**config.mk**
```make
export PLATFORM = sky130hd
export DESIGN_NAME = data_bus_ctrl_flat
export DESIGN_NICKNAME = d
export VERILOG_FILES = /design/src/rtl/bus_pkg.sv /design/src/rtl/data_bus_ctrl_if.sv /design/src/rtl/bus_addr_decode.sv /design/src/rtl/data_bus_ctrl.sv /design/src/flat_wrapper.sv
export SDC_FILE = /design/constraint.sdc
export NUM_CORES = 1
export LEC_CHECK = 0
export BUFFER_PORTS_ARGS = -buffer_cell sky130_fd_sc_hd__buf_2
export CAP_MARGIN = 20
export CORE_MARGIN = 3
export CORE_UTILIZATION = 40
export CTS_BUF_LIST = sky130_fd_sc_hd__clkbuf_4 sky130_fd_sc_hd__clkbuf_8
export CTS_CLUSTER_SIZE = 8
export DETAILED_ROUTE_END_ITERATION = 8
export PLACE_DENSITY_LB_ADDON = 0.25
export REMOVE_ABC_BUFFERS = 1
export SYNTH_ARGS = -nofsm -noshare
export SYNTH_HDL_FRONTEND = slang
export SYNTH_SLANG_ARGS = --single-unit
```
**constraint.sdc**
```tcl
create_clock -name iCLK -period 3.2 [get_ports iCLK]
set_input_delay 0.48 -clock iCLK [delete_from_list [all_inputs] [get_ports iCLK]]
set_output_delay 0.48 -clock iCLK [all_outputs]
set_load 0.1 [all_outputs]
```
**src/rtl/bus_pkg.sv**
```systemverilog
// Shared types and default constants for the data-memory bus controller.
package bus_pkg;

  localparam int unsigned ADDR_W = 32;
  localparam int unsigned DATA_W = 32;
  localparam int unsigned BE_W   = 4;
  localparam int unsigned CNT_W  = 8;

  localparam logic [31:0] DEF_RAM_BASE  = 32'h1001_0000;
  localparam logic [31:0] DEF_RAM_SIZE  = 32'h0000_4000;
  localparam logic [15:0] DEF_MMIO_BASE = 16'hFF00;
  localparam int unsigned DEF_TIMEOUT   = 255;

  typedef enum logic [2:0] {
    ST_IDLE     = 3'd0,
    ST_RAM_WAIT = 3'd1,
    ST_IO       = 3'd2,
    ST_ERR      = 3'd3,
    ST_DONE     = 3'd4
  } state_e;

  typedef enum logic [1:0] {
    REG_NONE = 2'd0,
    REG_RAM  = 2'd1,
    REG_IO   = 2'd2
  } region_e;

  // Latched CPU request, held for the whole access
  typedef struct packed {
    logic [ADDR_W-1:0] addr;
    logic [DATA_W-1:0] wdata;
    logic [BE_W-1:0]   be;
    logic              we;
  } req_t;

endpackage

```
**src/rtl/data_bus_ctrl_if.sv**
```systemverilog
// CPU-side, RAM-side and MMIO-side signals of the data bus controller.
interface data_bus_ctrl_if;
  import bus_pkg::*;

  logic [ADDR_W-1:0] iAddress;
  logic [DATA_W-1:0] iWriteData;
  logic              iWriteEnable;
  logic              iReadEnable;
  logic [BE_W-1:0]   iByteEnable;
  logic [DATA_W-1:0] oReadData;
  logic              oStall;
  logic              oBusError;

  logic              oMemReq;
  logic              oMemWe;
  logic [ADDR_W-1:0] oMemAddr;
  logic [DATA_W-1:0] oMemWData;
  logic [BE_W-1:0]   oMemBE;
  logic              iMemAck;
  logic [DATA_W-1:0] iMemRData;

  logic              oIoSel;
  logic              oIoWe;
  logic [ADDR_W-1:0] oIoAddr;
  logic [DATA_W-1:0] oIoWData;
  logic [BE_W-1:0]   oIoBE;
  logic [DATA_W-1:0] iIoRData;

  // Controller view
  modport slave (
    input  iAddress, iWriteData, iWriteEnable, iReadEnable, iByteEnable,
    output oReadData, oStall, oBusError,
    output oMemReq, oMemWe, oMemAddr, oMemWData, oMemBE,
    input  iMemAck, iMemRData,
    output oIoSel, oIoWe, oIoAddr, oIoWData, oIoBE,
    input  iIoRData
  );

  // CPU / memory / MMIO environment view
  modport master (
    output iAddress, iWriteData, iWriteEnable, iReadEnable, iByteEnable,
    input  oReadData, oStall, oBusError,
    input  oMemReq, oMemWe, oMemAddr, oMemWData, oMemBE,
    output iMemAck, iMemRData,
    input  oIoSel, oIoWe, oIoAddr, oIoWData, oIoBE,
    output iIoRData
  );

endinterface

```
**src/rtl/bus_addr_decode.sv**
```systemverilog
// Combinational address-to-region decoder; RAM takes priority over MMIO.
module bus_addr_decode
  import bus_pkg::*;
#(
  parameter logic [31:0] RAM_BASE  = DEF_RAM_BASE,
  parameter logic [31:0] RAM_SIZE  = DEF_RAM_SIZE,
  parameter logic [15:0] MMIO_BASE = DEF_MMIO_BASE
) (
  input  logic [ADDR_W-1:0] addr,
  output region_e           region_c
);

  // End bound kept at 33 bits so a region touching the top of memory cannot wrap
  localparam logic [32:0] RAM_END = 33'(RAM_BASE) + 33'(RAM_SIZE);

  // Region select
  always_comb begin
    region_c = REG_NONE;
    if ((addr >= RAM_BASE) && (33'(addr) < RAM_END)) begin
      region_c = REG_RAM;
    end else if (addr[31:16] == MMIO_BASE) begin
      region_c = REG_IO;
    end
  end

endmodule

```
**src/rtl/data_bus_ctrl.sv**
```systemverilog
// Data-memory bus controller: routes CPU accesses to RAM (req/ack) or MMIO
// (single-cycle select) and stalls the CPU until the access completes.
module data_bus_ctrl
  import bus_pkg::*;
#(
  parameter logic [31:0] RAM_BASE  = DEF_RAM_BASE,
  parameter logic [31:0] RAM_SIZE  = DEF_RAM_SIZE,
  parameter logic [15:0] MMIO_BASE = DEF_MMIO_BASE,
  parameter int unsigned TIMEOUT   = DEF_TIMEOUT
) (
  input logic            iCLK,
  input logic            iRST_N,
  data_bus_ctrl_if.slave bus
);

  state_e             state, state_next;
  region_e            region_c;
  req_t               req_q;
  logic [CNT_W-1:0]   wait_cnt;
  logic [DATA_W-1:0]  rdata_q;
  logic               mem_req_q, mem_we_q, io_sel_q, io_we_q, bus_err_q;
  logic               access_c, stall_c, we_next_c;

  assign access_c = bus.iReadEnable | bus.iWriteEnable;

  bus_addr_decode #(
    .RAM_BASE (RAM_BASE),
    .RAM_SIZE (RAM_SIZE),
    .MMIO_BASE(MMIO_BASE)
  ) u_decode (
    .addr    (bus.iAddress),
    .region_c(region_c)
  );

  // State register
  always_ff @(posedge iCLK or negedge iRST_N) begin
    if (!iRST_N) state <= ST_IDLE;
    else         state <= state_next;
  end

  // Next-state, stall and write qualifier for the upcoming cycle
  always_comb begin
    state_next = state;
    stall_c    = 1'b0;
    we_next_c  = req_q.we;
    case (state)
      ST_IDLE: begin
        we_next_c = bus.iWriteEnable;
        if (access_c) begin
          stall_c = 1'b1;
          case (region_c)
            REG_RAM: state_next = ST_RAM_WAIT;
            REG_IO:  state_next = ST_IO;
            default: state_next = ST_ERR;
          endcase
        end
      end
      ST_RAM_WAIT: begin
        stall_c = 1'b1;
        if (bus.iMemAck)                           state_next = ST_DONE;
        else if (wait_cnt == CNT_W'(TIMEOUT - 1))  state_next = ST_ERR;
      end
      ST_IO: begin
        stall_c    = 1'b1;
        state_next = ST_DONE;
      end
      ST_ERR: begin
        stall_c    = 1'b1;
        state_next = ST_DONE;
      end
      ST_DONE: state_next = ST_IDLE;
      default: state_next = ST_IDLE;
    endcase
  end

  // Request latch, captured when an access is accepted
  always_ff @(posedge iCLK or negedge iRST_N) begin
    if (!iRST_N) begin
      req_q <= '0;
    end else if ((state == ST_IDLE) && access_c) begin
      req_q <= '{addr:  bus.iAddress,
                 wdata: bus.iWriteData,
                 be:    bus.iByteEnable,
                 we:    bus.iWriteEnable};
    end
  end

  // Ack-less RAM wait counter, cleared while idle
  always_ff @(posedge iCLK or negedge iRST_N) begin
    if (!iRST_N) begin
      wait_cnt <= '0;
    end else if (state == ST_IDLE) begin
      wait_cnt <= '0;
    end else if ((state == ST_RAM_WAIT) && !bus.iMemAck) begin
      wait_cnt <= wait_cnt + CNT_W'(1);
    end
  end

  // Bus strobes registered from the next state
  always_ff @(posedge iCLK or negedge iRST_N) begin
    if (!iRST_N) begin
      mem_req_q <= 1'b0;
      mem_we_q  <= 1'b0;
      io_sel_q  <= 1'b0;
      io_we_q   <= 1'b0;
      bus_err_q <= 1'b0;
    end else begin
      mem_req_q <= (state_next == ST_RAM_WAIT);
      mem_we_q  <= (state_next == ST_RAM_WAIT) && we_next_c;
      io_sel_q  <= (state_next == ST_IO);
      io_we_q   <= (state_next == ST_IO) && we_next_c;
      bus_err_q <= (state_next == ST_ERR);
    end
  end

  // Read data: updated only by completing reads, cleared by an error
  always_ff @(posedge iCLK or negedge iRST_N) begin
    if (!iRST_N) begin
      rdata_q <= '0;
    end else begin
      case (state)
        ST_RAM_WAIT: if (bus.iMemAck && !req_q.we) rdata_q <= bus.iMemRData;
        ST_IO:       if (!req_q.we)                rdata_q <= bus.iIoRData;
        ST_ERR:      rdata_q <= '0;
        default:     ;
      endcase
    end
  end

  // Stall is gated by reset so an aborted access releases the CPU immediately
  assign bus.oStall    = stall_c & iRST_N;
  assign bus.oReadData = rdata_q;
  assign bus.oBusError = bus_err_q;

  assign bus.oMemReq   = mem_req_q;
  assign bus.oMemWe    = mem_we_q;
  assign bus.oMemAddr  = req_q.addr;
  assign bus.oMemWData = req_q.wdata;
  assign bus.oMemBE    = req_q.be;

  assign bus.oIoSel    = io_sel_q;
  assign bus.oIoWe     = io_we_q;
  assign bus.oIoAddr   = req_q.addr;
  assign bus.oIoWData  = req_q.wdata;
  assign bus.oIoBE     = req_q.be;

endmodule

```
**src/flat_wrapper.sv**
```systemverilog
// flat-port wrapper written by rule: the top's interface ports become plain ports
module data_bus_ctrl_flat import bus_pkg::*;
#(
  parameter logic [31:0] RAM_BASE  = DEF_RAM_BASE,
  parameter logic [31:0] RAM_SIZE  = DEF_RAM_SIZE,
  parameter logic [15:0] MMIO_BASE = DEF_MMIO_BASE,
  parameter int unsigned TIMEOUT   = DEF_TIMEOUT
)
  (iCLK, iRST_N, bus_iAddress, bus_iWriteData, bus_iWriteEnable, bus_iReadEnable, bus_iByteEnable, bus_oReadData, bus_oStall, bus_oBusError, bus_oMemReq, bus_oMemWe, bus_oMemAddr, bus_oMemWData, bus_oMemBE, bus_iMemAck, bus_iMemRData, bus_oIoSel, bus_oIoWe, bus_oIoAddr, bus_oIoWData, bus_oIoBE, bus_iIoRData);
  data_bus_ctrl_if bus_i ();
  input logic iCLK;
  input logic iRST_N;
  input wire logic [$bits(bus_i.iAddress)-1:0] bus_iAddress;
  input wire logic [$bits(bus_i.iWriteData)-1:0] bus_iWriteData;
  input wire logic [$bits(bus_i.iWriteEnable)-1:0] bus_iWriteEnable;
  input wire logic [$bits(bus_i.iReadEnable)-1:0] bus_iReadEnable;
  input wire logic [$bits(bus_i.iByteEnable)-1:0] bus_iByteEnable;
  output wire logic [$bits(bus_i.oReadData)-1:0] bus_oReadData;
  output wire logic [$bits(bus_i.oStall)-1:0] bus_oStall;
  output wire logic [$bits(bus_i.oBusError)-1:0] bus_oBusError;
  output wire logic [$bits(bus_i.oMemReq)-1:0] bus_oMemReq;
  output wire logic [$bits(bus_i.oMemWe)-1:0] bus_oMemWe;
  output wire logic [$bits(bus_i.oMemAddr)-1:0] bus_oMemAddr;
  output wire logic [$bits(bus_i.oMemWData)-1:0] bus_oMemWData;
  output wire logic [$bits(bus_i.oMemBE)-1:0] bus_oMemBE;
  input wire logic [$bits(bus_i.iMemAck)-1:0] bus_iMemAck;
  input wire logic [$bits(bus_i.iMemRData)-1:0] bus_iMemRData;
  output wire logic [$bits(bus_i.oIoSel)-1:0] bus_oIoSel;
  output wire logic [$bits(bus_i.oIoWe)-1:0] bus_oIoWe;
  output wire logic [$bits(bus_i.oIoAddr)-1:0] bus_oIoAddr;
  output wire logic [$bits(bus_i.oIoWData)-1:0] bus_oIoWData;
  output wire logic [$bits(bus_i.oIoBE)-1:0] bus_oIoBE;
  input wire logic [$bits(bus_i.iIoRData)-1:0] bus_iIoRData;
  assign bus_i.iAddress = bus_iAddress;
  assign bus_i.iWriteData = bus_iWriteData;
  assign bus_i.iWriteEnable = bus_iWriteEnable;
  assign bus_i.iReadEnable = bus_iReadEnable;
  assign bus_i.iByteEnable = bus_iByteEnable;
  assign bus_oReadData = bus_i.oReadData;
  assign bus_oStall = bus_i.oStall;
  assign bus_oBusError = bus_i.oBusError;
  assign bus_oMemReq = bus_i.oMemReq;
  assign bus_oMemWe = bus_i.oMemWe;
  assign bus_oMemAddr = bus_i.oMemAddr;
  assign bus_oMemWData = bus_i.oMemWData;
  assign bus_oMemBE = bus_i.oMemBE;
  assign bus_i.iMemAck = bus_iMemAck;
  assign bus_i.iMemRData = bus_iMemRData;
  assign bus_oIoSel = bus_i.oIoSel;
  assign bus_oIoWe = bus_i.oIoWe;
  assign bus_oIoAddr = bus_i.oIoAddr;
  assign bus_oIoWData = bus_i.oIoWData;
  assign bus_oIoBE = bus_i.oIoBE;
  assign bus_i.iIoRData = bus_iIoRData;
  data_bus_ctrl #(.RAM_BASE(RAM_BASE), .RAM_SIZE(RAM_SIZE), .MMIO_BASE(MMIO_BASE), .TIMEOUT(TIMEOUT)) u_core (.iCLK(iCLK), .iRST_N(iRST_N), .bus(bus_i));
endmodule
```
==> impl_metrics.csv, run 1 <==
group,metric,value,unit
synthesis,synth_adder_area_share,0.00408,
synthesis,ys_seq_elements,117,
synthesis,synth_top_family_by_area,"buffers and inverters",
timing,setup_violations,0,
worst_setup_path,critPathArrivalTime,1.91,ns
status,status,"completed",
synthesis,synth_common_cells,"buf_4 (137), dfrtp_1 (117), mux2_2 (68)",
synthesis,synthTopCellsByArea,"dfrtp_1 (48%), buf_4 (17%), mux2_2 (12%), mux2i_1 (5.4%), nor3b_1 (4.0%)",
synthesis,synth.yosys.seq_area_share,0.477,
clocking,clockBufferDepth,2,
synthesis,yosysWarningCount,0,
floorplan,start_util,0.416,
grt,grt_usage,0.169,
synthesis,synth-xor-area-share,0.00713,
synthesis,synthFlopType,"dfrtp_1",
floorplan,dieArea,0.0169,mm^2
placed_design,dp_hpwl,11500,um
clocking,postCtsHoldBufs,0,
placed_design,gp_congestion,0.849,
worst_setup_path,crit_type,"reg -> out",
detailed_routing,first_pass_iters,4,
layout,nNetsFinal,860,
synthesis,synth_top_area_frac,0.477,
worst_setup_path,crit_fanout,39,
detailed_routing,vias_per_cell,4.71,
clocking,postCtsSetupBuffers,0,
detailed_routing,post_drt_wl_per_cell,16.0,um
timing,min_period_over_period,0.748,
worst_setup_path,crit_required,2.72,ns
worst_hold_path,hold_class,"in -> async",
timing,grt_setup_unrepaired,"no",
layout,seqCellArea,0.00293,mm^2
timing,clock.fmax,0.418,GHz
clocking,htree_levels,4,
grt,grt_pass1_vias,4316,
clocking,clock_sinks,117,
placed_design,io_buffers,310,
grt,grt_max_degree,74,
detailed_routing,drc,0,
detailed_routing,vias,4325,
synthesis,synth_area_per_cell,11.2,um^2
synthesis,synth_compound_area_frac,0.0442,
clocking,tritoncts,"yes",
timing,post-route-min-period,2.39,ns
synthesis,synth-edff-count,0,
grt,grt_antenna_before_repair,0,
floorplan,core-area,0.0148,mm^2
grt,gr-total-overflow,0,
synthesis,yosysMostFrequentCell,"buf_4",
clocking,cts_resized,0,
synthesis,async_reset_ff_frac,1.00,
clocking,root_buffer,"clkbuf_8",
layout,n_antenna_cell,0,
timing,whs,0.150,ns
timing,slew_violations,0,
timing,clock_skew,0.0104,ns
layout,fill_cells,1352,
worst_setup_path,endpoint_kind,"primary output",
floorplan,die_width,130,um
timing,hold_viol,0,
layout,multi_input_area,0.00195,mm^2
detailed_routing,first_iter_violations,172,
floorplan,ios,311,
timing,worst_pin_slew,0.893,ns
synthesis,synth_area,0.00614,mm^2
synthesis,yosysUniqueCellTypes,39,
synthesis,syn_inst,546,
timing,worst_slack,0.807,ns
floorplan,fp-row-count,44,
detailed_routing,detail-route-antenna-nets,0,
synthesis,synth-simple-area-share,0.0821,
detailed_routing,routed_wl,14600,um
timing,slew_headroom,0.404,
worst_setup_path,worstRegToRegCells,5,
worst_setup_path,ff2ff_setup_slack,1.13,ns
synthesis,yosysTopAreaCell,"dfrtp_1",
layout,area.growth.synth_to_final,19.6,%
floorplan,die_y,130,um
run,drv_cap,0,
worst_setup_path,timing.rr.start,"u_core.state[0]$_DFF_PN0_",
clocking,cts.reportedPaths.clkPinSlew,0.08,ns
worst_setup_path,r2r-end,"u_core.wait_cnt[3]$_DFFE_PN0P_",
clocking,cts_buffers,17,
placed_design,dp_slack,1.13,ns
worst_setup_path,startpoint_type,"flop",
grt,grt_pass1_wl,21900,um
layout,drive_above_1_share,0.575,
synthesis,synthMuxAreaShare,0.179,
clocking,worstSkewPairLatency,0.43,ns
-- kinds of logic after synthesis --
kind of cell / Yosys count
buffers and inverters: 196
XOR/XNOR: 5
flip-flops: 117
multiplexers: 101
adder cells (fa/ha/maj): 2
AND/OR/NAND/NOR: 75
AO/OA/AOI/OAI: 50
-- routing by layer --
layer  wire length, um  track usage  share of wire
met5                 0            0              0
met4               176       0.0599          0.012
met3              1640       0.0749           0.11
met2              7440        0.286           0.51
met1              5390        0.190           0.37
-- layout by cell type (no fill, tap or decap), types with 2 or more instances in the layout --
cell type,instances
inv_6,2
nand3_1,3
clkinvlp_4,3
mux2i_1,33
nor3b_1,33
nand4_1,4
nor4_1,7
a21o_1,2
clkinv_4,4
xor2_1,3
nand2_1,7
mux2_2,68
nor2_1,7
buf_2,309
ha_1,2
clkbuf_8,18
o21ai_0,4
dfrtp_1,117
inv_1,36
xnor2_1,2
bufinv_16,5
a21oi_1,38
buf_12,2
nor3_1,2
buf_4,5
-- how the worst max path moves through the flow --
stage                                    startpoint                             endpoint  slack, ns
after floorplan           u_core.state[0]$_DFF_PN0_  u_core.bus.oReadData[0]$_DFFE_PN0P_      -0.54
final                     u_core.state[0]$_DFF_PN0_                           bus_oStall       0.81
after CTS                 u_core.state[0]$_DFF_PN0_                           bus_oStall       0.74
after global placement    u_core.state[1]$_DFF_PN0_          u_core.bus.oMemWe$_DFF_PN0_       1.18
after detailed placement  u_core.state[0]$_DFF_PN0_       u_core.wait_cnt[3]$_DFFE_PN0P_       1.13
after global routing      u_core.state[0]$_DFF_PN0_                           bus_oStall       0.66
-- area by class of cell --
cell class	count	share of cell area
Clock buffer	18	0.0337
Timing Repair Buffer	316	0.221
Inverter	36	0.0184
Sequential cell	117	0.399
Tap cell	184	0.0313
Clock inverter	14	0.0307
Multi-Input combinational cell	233	0.266
-- registers in the layout, summed over array words and instances, names as in the netlist --
name	cells
u_core.state	3
u_core.bus.oMemReq	1
u_core.bus.oIoAddr	32
u_core.bus.oBusError	1
u_core.bus.oReadData	32
u_core.bus.oMemWe	1
u_core.req_q	1
u_core.bus.oIoWData	32
u_core.bus.oIoBE	4
u_core.bus.oIoWe	1
u_core.wait_cnt	8
u_core.bus.oIoSel	1
-- critical path, cell delays in order (launching register included) --
cell and delay, ns:
dfrtp_1 0.35, buf_4 0.35, nor4_1 0.10, nor3b_1 0.22, buf_2 0.47
-- metrics by stage --
stage	instances	util	cell area, um^2	TNS, ns
2_1_floorplan	386	-	5000	-17.86
3_3_place_gp	885	0.464	6850	0
3_5_place_dp	885	0.464	6850	0
4_1_cts	917	0.496	7320	0
5_1_grt	918	0.498	7340	0
6_report	918	0.498	7340	0
Power of run 1 is left out: the tool's default activity adds up to more than one toggle a clock period on the data nets, which glitch-free logic cannot reach.
==> inputs of run 2 (changes only) <==
==> constraint.sdc (replaced) <==
create_clock -name iCLK -period 2.2 [get_ports iCLK]
set_input_delay 0.33 -clock iCLK [delete_from_list [all_inputs] [get_ports iCLK]]
set_output_delay 0.33 -clock iCLK [all_outputs]
set_load 0.1 [all_outputs]
==> impl_metrics.csv, run 2 (synthesis gave the netlist of run 1 again) <==
group,metric,value,unit
timing,post-route-min-period,2.03,ns
clocking,htree_levels,4,
layout,drive_above_1_share,0.579,
worst_hold_path,hold_class,"in -> async",
worst_setup_path,critPathMaxStageDelay,0.46,ns
layout,mostFrequentLayoutCell,"buf_2",
floorplan,die_width,130,um
grt,grt_antenna_before_repair,0,
layout,n_antenna_cell,0,
timing,min_period_over_period,0.922,
placed_design,io_buffers,310,
detailed_routing,vias,4321,
timing,clock_skew,0.00970,ns
clocking,postCtsSetupBuffers,0,
grt,top_usage_layer,"met2",
floorplan,die_y,130,um
timing,setup_violations,0,
worst_setup_path,endpoint_kind,"flop",
timing,clock.fmax,0.493,GHz
layout,nNetsFinal,868,
grt,grt_pass1_vias,4318,
clocking,cts.reportedPaths.clkPinSlew,0.07,ns
placed_design,dpl_cell_area,0.00696,mm^2
layout,finalInstanceArea,0.00735,mm^2
detailed_routing,first_pass_iters,4,
clocking,postCtsHoldBufs,0,
layout,finish.utilization,0.498,
clocking,worstSkewPairLatency,0.44,ns
run,drv_cap,0,
clocking,clock_sinks,117,
timing,slew_violations,0,
floorplan,ios,311,
timing,whs,-0.0187,ns
worst_setup_path,cp_slowest_cell,"dfrtp_1",
status,status,"finished, violations left",
status,violations,"negative hold slack",
grt,grt_pass1_wl,22600,um
worst_setup_path,crit_fanout,16,
detailed_routing,drc,0,
clocking,clockBufferDepth,2,
detailed_routing,first_iter_violations,109,
placed_design,dp_hpwl,11800,um
floorplan,start_util,0.416,
grt,gr-total-overflow,0,
floorplan,dieArea,0.0169,mm^2
clocking,root_buffer,"clkbuf_8",
clocking,cts_resized,0,
worst_setup_path,crit_required,2.52,ns
worst_setup_path,path_cells,"or3_1, nor2_4, buf_4, mux2_2",
detailed_routing,post_drt_wl_per_cell,16.3,um
detailed_routing,routed_wl,15100,um
worst_setup_path,crit_type,"reg -> reg",
detailed_routing,vias_per_cell,4.67,
floorplan,fp-row-count,44,
clocking,tritoncts,"yes",
placed_design,gp_congestion,0.783,
layout,area.growth.synth_to_final,19.7,%
timing,hold_viol,6,
timing,slew_headroom,0.568,
grt,use_met1,0.189,
timing,worst_pin_slew,0.648,ns
grt,met2_usage,0.295,
grt,use_met3,0.0901,
layout,fill_cells,1365,
floorplan,core-area,0.0148,mm^2
worst_setup_path,startpoint_type,"flop",
detailed_routing,detail-route-antenna-nets,0,
grt,grt_usage,0.174,
worst_setup_path,critPathArrivalTime,2.35,ns
grt,grt_max_degree,118,
clocking,cts_buffers,17,
layout,layout_common_cells,"buf_2 (308), dfrtp_1 (117), mux2_2 (68), a21oi_1 (38), inv_1 (36)",
timing,grt_setup_unrepaired,"no",
run 2: cell count changes in the layout (fill, tap and decap cells not counted), moves of 3 or more:
cell	change
clkinv_2	+4
buf_4	+7
clkinv_4	-3
clkbuf_4	+3
bufinv_16	-3
run 2: area by class of cell:
| class | instances | area, um^2 | share of cell area |
|---|---|---|---|
| sequential | 117 | 2930 | 0.399 |
| multi-input combinational | 233 | 1950 | 0.266 |
| timing repair buffer | 324 | 1710 | 0.233 |
| clock buffer | 22 | 284 | 0.0387 |
| tap | 184 | 230 | 0.0313 |
| inverter | 36 | 135 | 0.0184 |
| clock inverter | 9 | 104 | 0.0141 |
run 2: final timing paths:
kind	from	end	slack (ns)	depth (start not counted)
max in group asynchronous	iRST_N	u_core.bus.oIoWData[30]$_DFFE_PN0P_	1.72	2
min in group iCLK	bus_iWriteData[15]	u_core.bus.oIoWData[15]$_DFFE_PN0P_	0.12	2
worst max register to register	u_core.state[1]$_DFF_PN0_	u_core.bus.oIoWData[2]$_DFFE_PN0P_	0.17	4
worst min-delay path	iRST_N	u_core.bus.oReadData[25]$_DFFE_PN0P_	-0.02	2
worst min register to register	u_core.bus.oReadData[11]$_DFFE_PN0P_	u_core.bus.oReadData[11]$_DFFE_PN0P_	0.51	2
worst max-delay path	u_core.state[1]$_DFF_PN0_	u_core.bus.oIoWData[2]$_DFFE_PN0P_	0.17	4
run 2: stage by stage:
step	std cells	setup slack (ns)	setup TNS [ns]	hold slack (ns)
floorplan	386	-1.54	-103.72	0.0344
global placement	894	0.220	0	0.494
detailed placement	894	0.145	0	0.499
CTS	925	0.157	0	0.0179
global route	925	0.0782	0	0.0166
finish	925	0.172	0	-0.0187
run 2: critical path, delay by kind of cell, from the launching register on:
kind / cells / cell delay, ns
buffers and inverters: 1 / 0.30
flip-flops: 1 / 0.46
multiplexers: 1 / 0.36
AND/OR/NAND/NOR: 2 / 0.79
run 2: routing by layer:
layer | share of wire | up-vias | routed length (um)
li1 | - | 2068 | -
met1 | 0.37 | 2026 | 5620
met2 | 0.50 | 205 | 7520
met3 | 0.11 | 20 | 1690
met4 | 0.017 | 2 | 255
met5 | 0.00060 | - | 9
Power of run 2 is left out for the same reason.
==> inputs of run 3 (changes only) <==
--- a/config.mk
+++ b/config.mk
@@ -7,7 +7,7 @@
 export LEC_CHECK = 0
 export BUFFER_PORTS_ARGS = -buffer_cell sky130_fd_sc_hd__buf_2
 export CAP_MARGIN = 20
-export CORE_MARGIN = 3
+export CORE_MARGIN = 5
 export CORE_UTILIZATION = 40
 export CTS_BUF_LIST = sky130_fd_sc_hd__clkbuf_4 sky130_fd_sc_hd__clkbuf_8
 export CTS_CLUSTER_SIZE = 8
==> impl_metrics.csv, run 3 (synthesis gave the netlist of run 1 again) <==
group,metric,value,unit
status,status,"finished, violations left",
status,violations,"negative hold slack",
floorplan,start_util,0.405,
floorplan,die_width,134,um
layout,n_antenna_cell,0,
timing,clock_skew,0.00633,ns
detailed_routing,first_iter_violations,115,
grt,grt_usage,0.171,
timing,slew_violations,0,
worst_setup_path,startpoint_type,"flop",
detailed_routing,vias,4327,
worst_setup_path,crit_required,2.50,ns
grt,grt_max_degree,118,
timing,setup_violations,0,
clocking,htree_levels,4,
detailed_routing,first_pass_iters,4,
worst_setup_path,crit_type,"reg -> reg",
detailed_routing,drc,0,
layout,fin_cells,926,
layout,nNetsFinal,867,
timing,whs,-0.00141,ns
grt,gr-total-overflow,0,
worst_setup_path,critPathArrivalTime,2.27,ns
layout,area.growth.synth_to_final,19.7,%
clocking,clockBufferDepth,2,
clocking,root_buffer,"clkbuf_8",
placed_design,dp_hpwl,12100,um
clocking,postCtsSetupBuffers,0,
floorplan,die_y,134,um
timing,hold_viol,1,
grt,use_met3,0.0863,
floorplan,fp-row-count,45,
run,drv_cap,0,
timing,clock.fmax,0.509,GHz
worst_hold_path,hold_class,"in -> async",
clocking,cts.reportedPaths.clkPinSlew,0.06,ns
grt,grt_pass1_wl,24000,um
floorplan,dieArea,0.0179,mm^2
clocking,cts_resized,0,
layout,drive_above_1_share,0.577,
clocking,clock_sinks,117,
floorplan,ios,311,
placed_design,gp_congestion,0.827,
grt,grt_antenna_before_repair,1,
timing,worst_pin_slew,0.642,ns
clocking,worstSkewPairLatency,0.42,ns
grt,use_met1,0.189,
timing,grt_setup_unrepaired,"no",
grt,grt_pass1_vias,4567,
floorplan,core-area,0.0151,mm^2
placed_design,place_inst,897,
detailed_routing,routed_wl,15500,um
grt,met2_usage,0.284,
detailed_routing,detail-route-antenna-nets,0,
timing,slew_headroom,0.572,
worst_setup_path,endpoint_kind,"flop",
detailed_routing,post_drt_wl_per_cell,16.8,um
grt,top_usage_layer,"met2",
clocking,tritoncts,"yes",
worst_setup_path,crit_fanout,21,
placed_design,io_buffers,310,
timing,finalSetupTns,0,ns
layout,mostFrequentLayoutCell,"buf_2",
layout,layout_common_cells,"buf_2 (308), dfrtp_1 (117), mux2_2 (68), a21oi_1 (38), inv_1 (36)",
clocking,cts_buffers,17,
timing,post-route-min-period,1.97,ns
detailed_routing,vias_per_cell,4.67,
clocking,postCtsHoldBufs,0,
timing,min_period_over_period,0.894,
-- run 3: layer usage --
layer | wire length [um] | vias to the layer above
met5 | 20 | -
li1 | - | 2061
met4 | 262 | 2
met3 | 1780 | 24
met1 | 5920 | 2032
met2 | 7540 | 208
-- run 3: layout make-up --
class	count	area (um^2)
fillers	1416	7790
multi-input cells	233	1950
repair buffers	323	1730
flip-flops and latches	117	2930
clock inverters	9	108
clock buffers	20	263
well taps	188	235
inverters	36	135
-- run 3: metrics by stage --
stage	cell area, um^2	hold WS, ns	setup WS [ns]	util
after floorplan	5000	0.0344	-1.54	-
after global placement	6980	0.495	0.286	0.461
after detailed placement	6980	0.509	0.244	0.461
after CTS	7350	0.0322	0.198	0.485
after global routing	7350	0.0463	0.113	0.485
final	7350	-0.00141	0.234	0.485
-- run 3: worst max-delay path, cell delays in order, from the launching register on --
cell,delay (ns)
dfrtp_1,0.46
or3_1,0.46
nor2_4,0.15
buf_12,0.18
buf_4,0.23
mux2_2,0.36
-- run 3: final timing paths --
path | startpoint | end | slack (ns) | cells after the start
hold / removal | iRST_N | u_core.bus.oReadData[19]$_DFFE_PN0P_ | -0.001 | 2
setup reg to reg | u_core.state[1]$_DFF_PN0_ | u_core.bus.oIoAddr[10]$_DFFE_PN0P_ | 0.23 | 5
max in group asynchronous | iRST_N | u_core.bus.oIoBE[2]$_DFFE_PN0P_ | 1.71 | 2
hold reg to reg | u_core.bus.oReadData[11]$_DFFE_PN0P_ | u_core.bus.oReadData[11]$_DFFE_PN0P_ | 0.51 | 2
setup / recovery | u_core.state[1]$_DFF_PN0_ | u_core.bus.oIoAddr[10]$_DFFE_PN0P_ | 0.23 | 5
min in group iCLK | bus_iAddress[11] | u_core.bus.oIoAddr[11]$_DFFE_PN0P_ | 0.13 | 2
Power of run 3 is left out for the same reason.
